<file path="src/rtl/mem_bus_arbiter.sv">
// Arbitrates one single-port memory bus between instruction fetch and data access.
// One transaction in flight; data wins ties, and the RESP hand-off alternates masters.
module mem_bus_arbiter #(
  parameter int AW      = 32,
  parameter int DW      = 32,
  parameter int TIMEOUT = 255
) (
  input  logic          clk,
  input  logic          rst,
  input  logic          inst_req,
  input  logic [AW-1:0] inst_addr,
  output logic [DW-1:0] inst_rdata,
  output logic          inst_done,
  output logic          stall_inst,
  input  logic          data_req,
  input  logic          data_wr,
  input  logic [3:0]    data_sel,
  input  logic [AW-1:0] data_addr,
  input  logic [DW-1:0] data_wdata,
  output logic [DW-1:0] data_rdata,
  output logic          data_done,
  output logic          stall_data,
  output logic          bus_req,
  output logic          bus_wr,
  output logic [3:0]    bus_sel,
  output logic [AW-1:0] bus_addr,
  output logic [DW-1:0] bus_wdata,
  input  logic          bus_ack,
  input  logic [DW-1:0] bus_rdata,
  output logic          err,
  output logic [AW-1:0] err_addr
);

  localparam int CW = $clog2(TIMEOUT + 1);
  localparam logic [CW-1:0] CNT_LAST = CW'(TIMEOUT - 1);

  typedef enum logic [1:0] {
    ST_IDLE = 2'd0,
    ST_BUSY = 2'd1,
    ST_RESP = 2'd2
  } state_e;

  typedef enum logic {
    OWN_INST = 1'b0,
    OWN_DATA = 1'b1
  } owner_e;

  state_e        state_q, state_d;
  owner_e        owner_q, owner_d;
  logic [CW-1:0] cnt_q, cnt_d;
  logic          tmo_q, tmo_d;
  logic          bus_wr_q, bus_wr_d;
  logic [3:0]    bus_sel_q, bus_sel_d;
  logic [AW-1:0] bus_addr_q, bus_addr_d;
  logic [DW-1:0] bus_wdata_q, bus_wdata_d;
  logic [DW-1:0] inst_rdata_q, inst_rdata_d;
  logic [DW-1:0] data_rdata_q, data_rdata_d;
  logic [AW-1:0] err_addr_q, err_addr_d;
  logic          grant, grant_data;

  always_ff @(posedge clk or negedge rst) begin
    if (!rst) begin
      state_q      <= ST_IDLE;
      owner_q      <= OWN_INST;
      cnt_q        <= '0;
      tmo_q        <= 1'b0;
      bus_wr_q     <= 1'b0;
      bus_sel_q    <= '0;
      bus_addr_q   <= '0;
      bus_wdata_q  <= '0;
      inst_rdata_q <= '0;
      data_rdata_q <= '0;
      err_addr_q   <= '0;
    end else begin
      state_q      <= state_d;
      owner_q      <= owner_d;
      cnt_q        <= cnt_d;
      tmo_q        <= tmo_d;
      bus_wr_q     <= bus_wr_d;
      bus_sel_q    <= bus_sel_d;
      bus_addr_q   <= bus_addr_d;
      bus_wdata_q  <= bus_wdata_d;
      inst_rdata_q <= inst_rdata_d;
      data_rdata_q <= data_rdata_d;
      err_addr_q   <= err_addr_d;
    end
  end

  always_comb begin
    state_d      = state_q;
    owner_d      = owner_q;
    cnt_d        = cnt_q;
    tmo_d        = tmo_q;
    bus_wr_d     = bus_wr_q;
    bus_sel_d    = bus_sel_q;
    bus_addr_d   = bus_addr_q;
    bus_wdata_d  = bus_wdata_q;
    inst_rdata_d = inst_rdata_q;
    data_rdata_d = data_rdata_q;
    err_addr_d   = err_addr_q;
    grant        = 1'b0;
    grant_data   = 1'b0;

    case (state_q)
      ST_IDLE: begin
        if (data_req) begin
          grant      = 1'b1;
          grant_data = 1'b1;
        end else if (inst_req) begin
          grant = 1'b1;
        end
      end

      ST_BUSY: begin
        // Ack takes priority over a timeout landing in the same cycle.
        if (bus_ack) begin
          state_d = ST_RESP;
          tmo_d   = 1'b0;
          if (!bus_wr_q) begin
            if (owner_q == OWN_DATA) data_rdata_d = bus_rdata;
            else                     inst_rdata_d = bus_rdata;
          end
        end else if (cnt_q == CNT_LAST) begin
          state_d    = ST_RESP;
          tmo_d      = 1'b1;
          err_addr_d = bus_addr_q;
          if (owner_q == OWN_DATA) data_rdata_d = '0;
          else                     inst_rdata_d = '0;
        end else begin
          cnt_d = cnt_q + CW'(1);
        end
      end

      ST_RESP: begin
        // The owner's request is stale here, so only the other master may be granted.
        tmo_d = 1'b0;
        if (owner_q == OWN_INST && data_req) begin
          grant      = 1'b1;
          grant_data = 1'b1;
        end else if (owner_q == OWN_DATA && inst_req) begin
          grant = 1'b1;
        end else begin
          state_d = ST_IDLE;
        end
      end

      default: state_d = ST_IDLE;
    endcase

    if (grant) begin
      state_d = ST_BUSY;
      cnt_d   = '0;
      tmo_d   = 1'b0;
      if (grant_data) begin
        owner_d     = OWN_DATA;
        bus_wr_d    = data_wr;
        bus_sel_d   = data_sel;
        bus_addr_d  = data_addr;
        bus_wdata_d = data_wdata;
      end else begin
        owner_d     = OWN_INST;
        bus_wr_d    = 1'b0;
        bus_sel_d   = 4'hF;
        bus_addr_d  = inst_addr;
        bus_wdata_d = '0;
      end
    end
  end

  assign bus_req    = (state_q == ST_BUSY);
  assign bus_wr     = bus_wr_q;
  assign bus_sel    = bus_sel_q;
  assign bus_addr   = bus_addr_q;
  assign bus_wdata  = bus_wdata_q;
  assign inst_done  = (state_q == ST_RESP) && (owner_q == OWN_INST);
  assign data_done  = (state_q == ST_RESP) && (owner_q == OWN_DATA);
  assign err        = (state_q == ST_RESP) && tmo_q;
  assign err_addr   = err_addr_q;
  assign inst_rdata = inst_rdata_q;
  assign data_rdata = data_rdata_q;
  assign stall_inst = inst_req & ~inst_done;
  assign stall_data = data_req & ~data_done;

endmodule
</file>
<file path="config.mk">
export PLATFORM = sky130hd
export DESIGN_NAME = mem_bus_arbiter
export DESIGN_NICKNAME = d
export VERILOG_FILES = /design/src/rtl/mem_bus_arbiter.sv
export SDC_FILE = /design/constraint.sdc
export NUM_CORES = 1
export LEC_CHECK = 0
export ABC_AREA = 0
export CELL_PAD_IN_SITES_DETAIL_PLACEMENT = 0
export CELL_PAD_IN_SITES_GLOBAL_PLACEMENT = 2
export CORE_MARGIN = 3
export CORE_UTILIZATION = 25
export CTS_BUF_LIST = sky130_fd_sc_hd__clkbuf_4
export CTS_CLUSTER_SIZE = 8
export DETAILED_ROUTE_END_ITERATION = 12
export PLACE_DENSITY_LB_ADDON = 0.15
export SYNTH_ARGS = -nofsm -noshare
export SYNTH_HDL_FRONTEND = slang
export SYNTH_SLANG_ARGS = --single-unit
</file>
<file path="constraint.sdc">
create_clock -name clk -period 1.95 [get_ports clk]
set_clock_uncertainty 0.2 [all_clocks]
set_input_delay 0.195 -clock clk [delete_from_list [all_inputs] [get_ports clk]]
set_output_delay 0.195 -clock clk [all_outputs]
set_load 0.02 [all_outputs]
</file>
==> out/metrics.cfg, run 1 <==
[detailed_routing]
vias_per_cell=4.61
drt_pass1_iterations=5
routed_wirelength_um=25500
drc=0
drtAntennaViolNets=0
routedWlPerCell_um=19.3
num_vias=6093
drt_iter0_markers=332

[global_route]
antenna_found_initial=3
grt_usage_pct=15.8
grt_remaining_overflow=0
grt_max_degree=66
grt_pass1_wl_um=38100
grt_pass1_vias=6504

[worst_setup_path]
startpoint=state_q[1]
worstSetupEndpointType=flip-flop
worstSetupPathType=reg2reg
r2r_cells=5
r2r_setup_slack_ns=-0.04
crit_required_ns=2.18
path_max_fanout=8
start_kind=flip-flop
r2r-end=inst_rdata[16]
cp_slowest_stage_delay_ns=0.43
regToRegStartpoint=state_q[1]
path_buf_inv=1
worstPathArrival_ns=2.22
crit_chain=or3b_4 -> nor4_4 -> buf_4 -> a21oi_4 -> a22o_1
slowest_stage=or3b_4
path_delay_family=simple AND/OR/NAND/NOR gates

[cts]
clock-sinks=177
numCtsBuffers=17
clkLatencyLatePin_ns=0.55
cts_tree=done
htreeDepth=4
cts_root_buf=clkbuf_4
cts_buffer_depth=2
clkTransAtPathRegs_ns=0.16

[die]
core_um2=28000
die-area_um2=30700
pin_count=309
std_cell_rows=61
chipHeight_um=175
die_w_um=175
initial_utilization_pct=25.6

[synth]
synth_area_leaders=dfrtp_1 (62%), a22o_1 (12%), mux2_2 (5.0%)
syn_avg_cell_area_um2=13.1
syn-num-nets=688
synth_top_cell_by_area=dfrtp_1
synth_flop_cell=dfrtp_1
synth_top_area_share_pct=61.9
ys_seq_elements=177
synth.cell_area_um2=7160
synthArstFlopShare_pct=100
synth_cell_types=40
synth-edff-count=0
synth_common_cells=dfrtp_1 (177), a22o_1 (96), o21ai_0 (66)
yosysSeqAreaShare_pct=61.9
yosysWarningCount=0
synthCells=548
yosysMostFrequentCell=dfrtp_1

[outcome]
violations=setup timing
outcome=finished with violations

[hold_path]
whs_endpoint=bus_addr[0]
hold_path.class=in2reg
hp-start=data_addr[0]
min_path_cells=3

[timing]
period_needed_ns=1.99
worst_slew_margin_rel_pct=32.1
worstMarginPinSlew_ns=1.02
setup_slack_ns=-0.0399
rsz0062_at_grt=yes
min_period_over_period_pct=102
finalHoldViolations=0
holdWs_ns=0.0655
setup_viol=32
clock.fmax_mhz=503
finalMaxSlewViolations=0

[power_and_ir_drop]
combPwrFrac_pct=48.5
switching_share_pct=42.3
p_int_mw=9.02
vdd_ir_drop_max_mv=0.473
power_density_nw_per_um2=1320
power_switching_mw=6.60
seqPwrFrac_pct=37.5
p_clk_share_pct=14.0
p_leak_nw=5.66

[place]
place_congestion=0.746
placed_cell_area_um2=11000
dpl_worst_slack_ns=-0.414
io_buffers=308
dp_hpwl_um=16500

[layout]
drive_above_1_share_pct=15.2
final_nets=1071
stdcell_area_um2=11900
area_growth_pct=65.9

[job]
max-cap-violations=0

==> what timing repair did <==
| action | 4_1_cts | 5_1_grt |
|---|---|---|
| setup endpoints to repair | 237 | 120 |
| hold buffers | 42 | 2 |
| endpoints found under the hold margin | 211 | 2 |
| setup buffers | 5 | 5 |
| cloned | 3 | 6 |
| resized for setup | 217 | 12 |
| pin swaps | 18 | 20 |
==> registers in the layout, summed over array words and instances, names as in the netlist, 2 cells and up <==
name,count
data_rdata,32
state_q,2
bus_sel,4
bus_wdata,32
inst_rdata,32
err_addr,32
bus_addr,32
cnt_q,8
==> worst min-delay path, delay by kind of cell <==
kind	cells	cell delay, ns
compound gates	1	0.08
buf+inv	1	0.39
mux	1	0.12
==> area by class of cell <==
class | count | area, um2
Inverter | 5 | 18.8
Clock buffer | 18 | 135
Tap cell | 378 | 473
Sequential cell | 177 | 4430
Multi-Input combinational cell | 328 | 2770
Clock inverter | 12 | 149
Antenna cell | 1 | 2.50
Timing Repair Buffer | 402 | 3890
Fill cell | 2718 | 16100
==> worst max-delay path by stage <==
| stage | cells past startpoint | end | slack, ns |
|---|---|---|---|
| floorplan | 6 | data_rdata[22] | -0.10 |
| global placement | 5 | inst_rdata[2] | -0.35 |
| detailed placement | 5 | inst_rdata[6] | -0.41 |
| CTS | 5 | inst_rdata[16] | -0.08 |
| global route | 5 | stall_inst | -0.11 |
| finish | 5 | inst_rdata[16] | -0.04 |
==> placed cells by master (no fill, tap or decap), drive strengths merged, types with 21 or more instances in the layout <==
| cell type | count |
|---|---|
| dlygate4sd3 | 44 |
| mux2i | 34 |
| a22o | 96 |
| o21ai | 68 |
| dlygate4sd2 | 165 |
| dfrtp | 177 |
| buf | 54 |
| mux2 | 32 |
| nor2b | 35 |
| clkdlybuf4s50 | 136 |
| clkbuf | 21 |
==> cells by family after synthesis <==
| kind of cell | Yosys count | share of synthesized area [%] |
|---|---|---|
| adders and majority gates | 2 | 0.350 |
| and+or+nand+nor | 75 | 6.21 |
| AOI/OAI and AO/OA | 178 | 18.0 |
| xor gates and xnor gates | 4 | 0.489 |
| buffers and inverters | 46 | 3.29 |
| muxes | 66 | 9.79 |
| DFF | 177 | 61.9 |
==> metrics by stage <==
step	TNS, ns	power [mW]	util [%]	std cells
6_report	-0.769	15.6	42.4	1321
5_1_grt	-3.88	16.6	42.4	1321
4_1_cts	-1.17	15.7	41.6	1307
3_5_place_dp	-35.76	14.1	39.2	1227
3_3_place_gp	-29.91	14.0	39.2	1227
2_1_floorplan	-4.20	9.84	-	548
==> power by group through the flow <==
stage               Sequential (mW)  Combinational, mW  Clock (mW)
finish                         5.86               7.58        2.18
global route                   6.04               8.12        2.44
CTS                            5.86               7.50        2.29
detailed placement             5.96               8.17           0
global placement               5.95               8.09           0
floorplan                      7.42               2.42           0
==> per-layer routing <==
| metal | wire (um) | track usage, % | vias to the layer above |
|---|---|---|---|
| li1 | - | - | 2781 |
| met5 | 23 | 0 | - |
| met2 | 12000 | 25.6 | 222 |
| met1 | 11000 | 19.8 | 3071 |
| met3 | 2320 | 6.74 | 15 |
| met4 | 197 | 3.36 | 4 |
No activity file was read; power rests on OpenSTA's default activity.
==> inputs of run 2 (changes only) <==
CAP_MARGIN = 20   (was unset)
==> run 2 against run 1 <==
  * Critical path depth did not move
  * Maximum frequency hardly changed
  * Die area unchanged
  * Via count decreased by 0.41%
  * Final cell count barely moved
  * The run still ends with setup timing left
  * Register-to-register slack about the same
  * Clock power barely moved
  * Clock-buffer cell count unchanged
  * Largest cell class unchanged
  * Flip-flop and latch count did not move
  * Sequential share of layout area hardly changed
  * Worst hold slack hardly changed
==> out/metrics.cfg, run 2 (synthesis gave the netlist of run 1 again) <==
[outcome]
outcome=finished with violations
violations=setup timing

[die]
die-area_um2=30700
chipHeight_um=175
die_w_um=175
initial_utilization_pct=25.6
pin_count=309
std_cell_rows=61
core_um2=28000

[job]
max-cap-violations=0

[hold_path]
hold_path.class=in2reg

[cts]
clock-sinks=177
cts_root_buf=clkbuf_4
cts_tree=done
clkLatencyLatePin_ns=0.55
numCtsBuffers=17
clkTransAtPathRegs_ns=0.16
cts_buffer_depth=2
htreeDepth=4

[timing]
rsz0062_at_grt=yes
worstMarginPinSlew_ns=0.560
setup_slack_ns=-0.0412
worst_slew_margin_rel_pct=62.5
min_period_over_period_pct=102
setup_viol=32
finalMaxSlewViolations=0
finalHoldViolations=0
period_needed_ns=1.99
clock.fmax_mhz=502

[layout]
fin_util_pct=42.4
stdcell_area_um2=11900
final_common_cell=dfrtp_1
drive_above_1_share_pct=15.3
final_cell_mix=dfrtp_1 (176), dlygate4sd2_1 (165), clkdlybuf4s50_1 (136), a22o_1 (96), o21ai_0 (66)
final_nets=1072
area_growth_pct=66.1

[detailed_routing]
num_vias=6068
drc=0
routed_wirelength_um=25500
drt_iter0_markers=354
routedWlPerCell_um=19.3
vias_per_cell=4.59
drt_pass1_iterations=4
drtAntennaViolNets=0

[global_route]
grt_max_degree=66
grt_pass1_wl_um=38100
grt_pass1_vias=6504
antenna_found_initial=3
grt_remaining_overflow=0
grt_usage_pct=15.8

[worst_setup_path]
worstSetupEndpointType=flip-flop
worstSetupPathType=reg2reg
cp_slowest_stage_delay_ns=0.43
start_kind=flip-flop
crit_chain=or3b_4 -> nor4_4 -> buf_4 -> a21oi_4 -> a22o_1
crit_required_ns=2.21
worstPathArrival_ns=2.25
slowest_stage=or3b_4
path_max_fanout=8

[power_and_ir_drop]
power_density_nw_per_um2=1310
vdd_ir_drop_max_mv=0.473
p_leak_nw=5.67

[place]
dp_hpwl_um=16500
placed_cell_area_um2=11000
place_congestion=0.746
io_buffers=308

[run 2: changes by cell type in the layout (fill, tap and decap cells not counted)]
cell / change
buf_8: +1
[run 2: worst paths after layout]
check | from | to | slack [ns] | cells after the start
max | state_q[1] | inst_rdata[23] | -0.04 | 5
min | data_addr[0] | bus_addr[0] | 0.07 | 3
max reg2reg | state_q[1] | inst_rdata[23] | -0.04 | 5
min reg2reg | bus_sel[2] | bus_sel[2] | 0.31 | 1
max in group asynchronous | rst | err_addr[5] | 0.47 | 4
min in group asynchronous | rst | inst_rdata[4] | 0.32 | 3
[run 2: report_power, final]
group	internal (mW)	switching, mW	leakage (nW)	total (mW)
combinational	3.22	4.36	3.25	7.58
sequential	5.00	0.858	2.27	5.86
clock	0.799	1.38	0.152	2.18
total	9.03	6.60	5.67	15.6
[run 2: final cells by class]
cell class,instances,area [um2]
antenna,1,2.50
clock buffer,18,135
tap,378,473
fill,2719,16100
sequential,177,4430
clock inverter,12,149
multi-input combinational,328,2770
inverter,5,18.8
timing repair buffer,403,3910
[run 2: metal layers]
layer	part of all wire [%]	wire length, um	global-route usage, %
met3	9.1	2320	6.74
met1	43	11000	19.8
met4	0.77	196	3.36
met5	0.090	23	0
met2	47	12000	25.6
[run 2: per-stage QoR]
stage | TNS [ns] | total power, mW | setup WS (ns) | hold WS (ns) | instances
floorplan | -4.20 | 9.84 | -0.104 | -0.301 | 548
global placement | -29.91 | 14.0 | -0.346 | -0.133 | 1227
detailed placement | -35.76 | 14.1 | -0.414 | -0.126 | 1227
CTS | -1.17 | 15.7 | -0.0757 | 0.000710 | 1307
global route | -3.88 | 16.6 | -0.114 | 0.000124 | 1322
finish | -0.805 | 15.6 | -0.0412 | 0.0658 | 1322
[run 2: repair_timing]
action                                 CTS  global route
setup endpoints to repair              237           120
cloned                                   3             6
pin swaps                               18            20
resized for setup                      217            12
hold buffers                            42             2
endpoints found under the hold margin  211             2
setup buffers                            5             5
[run 2: critical path: cells and delay by family, from the launching register on]
kind / cells / cell delay (ns)
simple gates: 2 / 0.78
buf+inv: 1 / 0.20
flops: 1 / 0.41
compound gates: 2 / 0.32
==> inputs of run 3 (changes only) <==
DONT_BUFFER_PORTS = 1   (was unset)
HOLD_SLACK_MARGIN = 0.06   (was unset)
==> run 3 against run 2 <==
  * The run ends with hold timing, setup timing left
  * Sequential power is 33% higher
  * Worst hold slack worse by 0.97 ns
  * Worst setup slack got worse by 0.086 ns
  * Critical path type unchanged
==> out/metrics.cfg, run 3 (synthesis gave the netlist of run 1 again) <==
[timing]
finalHoldViolations=177
clock.fmax_mhz=481
worstMarginPinSlew_ns=0.453
holdWs_ns=-0.905
finalMaxSlewViolations=0
setup_viol=46
min_period_over_period_pct=107
rsz0062_at_grt=yes
period_needed_ns=2.08
setup_slack_ns=-0.127
worst_slew_margin_rel_pct=69.8

[detailed_routing]
drt_pass1_iterations=4
routed_wirelength_um=24300
vias_per_cell=4.85
drt_iter0_markers=274
num_vias=5562
drc=0
drtAntennaViolNets=0
routedWlPerCell_um=21.2

[worst_setup_path]
crit_chain=or3b_4 -> nor4_4 -> buf_4 -> a21oi_4 -> buf_12 -> a22o_1
start_kind=flip-flop
worstPathArrival_ns=2.33
worstSetupPathType=reg2reg
slowest_stage=or3b_4
cp_slowest_stage_delay_ns=0.44
crit_required_ns=2.20
worstSetupEndpointType=flip-flop
path_max_fanout=16

[layout]
fin_cells=1146
stdcell_area_um2=10500
regArea_um2=4430
fillers=2720
fin_util_pct=37.4
final_nets=893
final_common_cell=dfrtp_1
area_growth_pct=46.2
final_cell_mix=dfrtp_1 (177), dlygate4sd3_1 (167), a22o_1 (96), o21ai_0 (63)
multi_input_area_um2=2780
drive_above_1_share_pct=19.3

[die]
pin_count=309
std_cell_rows=61
core_um2=28000
die-area_um2=30700
initial_utilization_pct=25.6
die_w_um=175
chipHeight_um=175

[cts]
cts_root_buf=clkbuf_4
cts_tree=done
htreeDepth=4
numCtsBuffers=17
clkTransAtPathRegs_ns=0.18
clock-sinks=177
clkLatencyLatePin_ns=0.56
cts_buffer_depth=2

[global_route]
grt_remaining_overflow=0
antenna_found_initial=3
grt_pass1_vias=5959
grt_pass1_wl_um=36500
grt_usage_pct=15.2
grt_max_degree=178

[power_and_ir_drop]
power_density_nw_per_um2=1380
p_leak_nw=4.61
vdd_ir_drop_max_mv=0.569
finalPower_mw=14.4

[hold_path]
hold_path.class=in2async

[job]
max-cap-violations=0

[place]
place_congestion=0.751
io_buffers=0
dp_cells=919
dp_hpwl_um=13800
placed_cell_area_um2=7890

[outcome]
outcome=finished with violations
violations=hold timing, setup timing

-- run 3: cell types whose count changed in the layout (fill, tap and decap cells not counted), moves of 3 or more --
cell | before | now
buf_6 | 7 | 12
clkdlybuf4s50_1 | 136 | 0
dlygate4sd2_1 | 165 | 0
buf_12 | 8 | 13
buf_4 | 37 | 26
o21ai_0 | 66 | 63
dlygate4sd3_1 | 44 | 167
-- run 3: layout make-up --
type / count / area share, %
sequential: 177 / 42.3
antenna: 2 / 0.0478
timing repair buffer: 226 / 23.5
multi-input combinational: 326 / 26.6
clock buffer: 17 / 1.22
clock inverter: 15 / 1.63
inverter: 5 / 0.179
tap: 378 / 4.52
-- run 3: path summary, 6_finish.rpt --
path                          startpoint              to  slack [ns]  cells past startpoint
setup / recovery              state_q[1]  inst_rdata[21]       -0.13                      6
hold / removal                       rst   data_rdata[4]       -0.90                      0
setup reg to reg              state_q[1]  inst_rdata[21]       -0.13                      6
hold reg to reg                    tmo_q           tmo_q        0.36                      2
max in group asynchronous            rst    bus_addr[13]        2.22                      0
min in group clk           data_wdata[5]    bus_wdata[5]        0.13                      2
-- run 3: worst max-delay path: cells and delay by family (launching register included) --
family | cells | cell delay (ns)
AOI/OAI and AO/OA | 2 | 0.27
DFF | 1 | 0.41
and+or+nand+nor | 2 | 0.72
buffers and inverters | 2 | 0.36
-- run 3: where the power goes --
part / internal, mW / total (mW) / switching, mW
registers: 4.98 / 7.79 / 2.81
clock network: 0.704 / 2.26 / 1.55
logic: 2.25 / 4.37 / 2.12
total: 7.94 / 14.4 / 6.48
-- run 3: through the flow --
stage               setup WS (ns)  setup TNS [ns]
finish                     -0.127           -3.10
global route               -0.169           -8.06
CTS                        -0.102           -2.73
detailed placement         -0.190           -6.60
global placement           -0.154           -5.46
floorplan                  -0.104           -4.20
-- run 3: routing by layer --
| layer | wire length [um] | share of wire (%) | track usage [%] |
|---|---|---|---|
| met1 | 10100 | 41 | 18.8 |
| met2 | 11900 | 49 | 25.2 |
| met3 | 1950 | 8.0 | 5.24 |
| met4 | 420 | 1.7 | 4.32 |
| met5 | 10 | 0.041 | 0 |
-- run 3: what timing repair did --
item | 4_1_cts | 5_1_grt
pin swaps | 21 | 5
resized for setup | 44 | 15
buffers inserted | 13 | 6
hold endpoints to repair | 322 | 179
hold buffers | 165 | 2
setup endpoints to repair | 78 | 130
gates cloned | 4 | 5
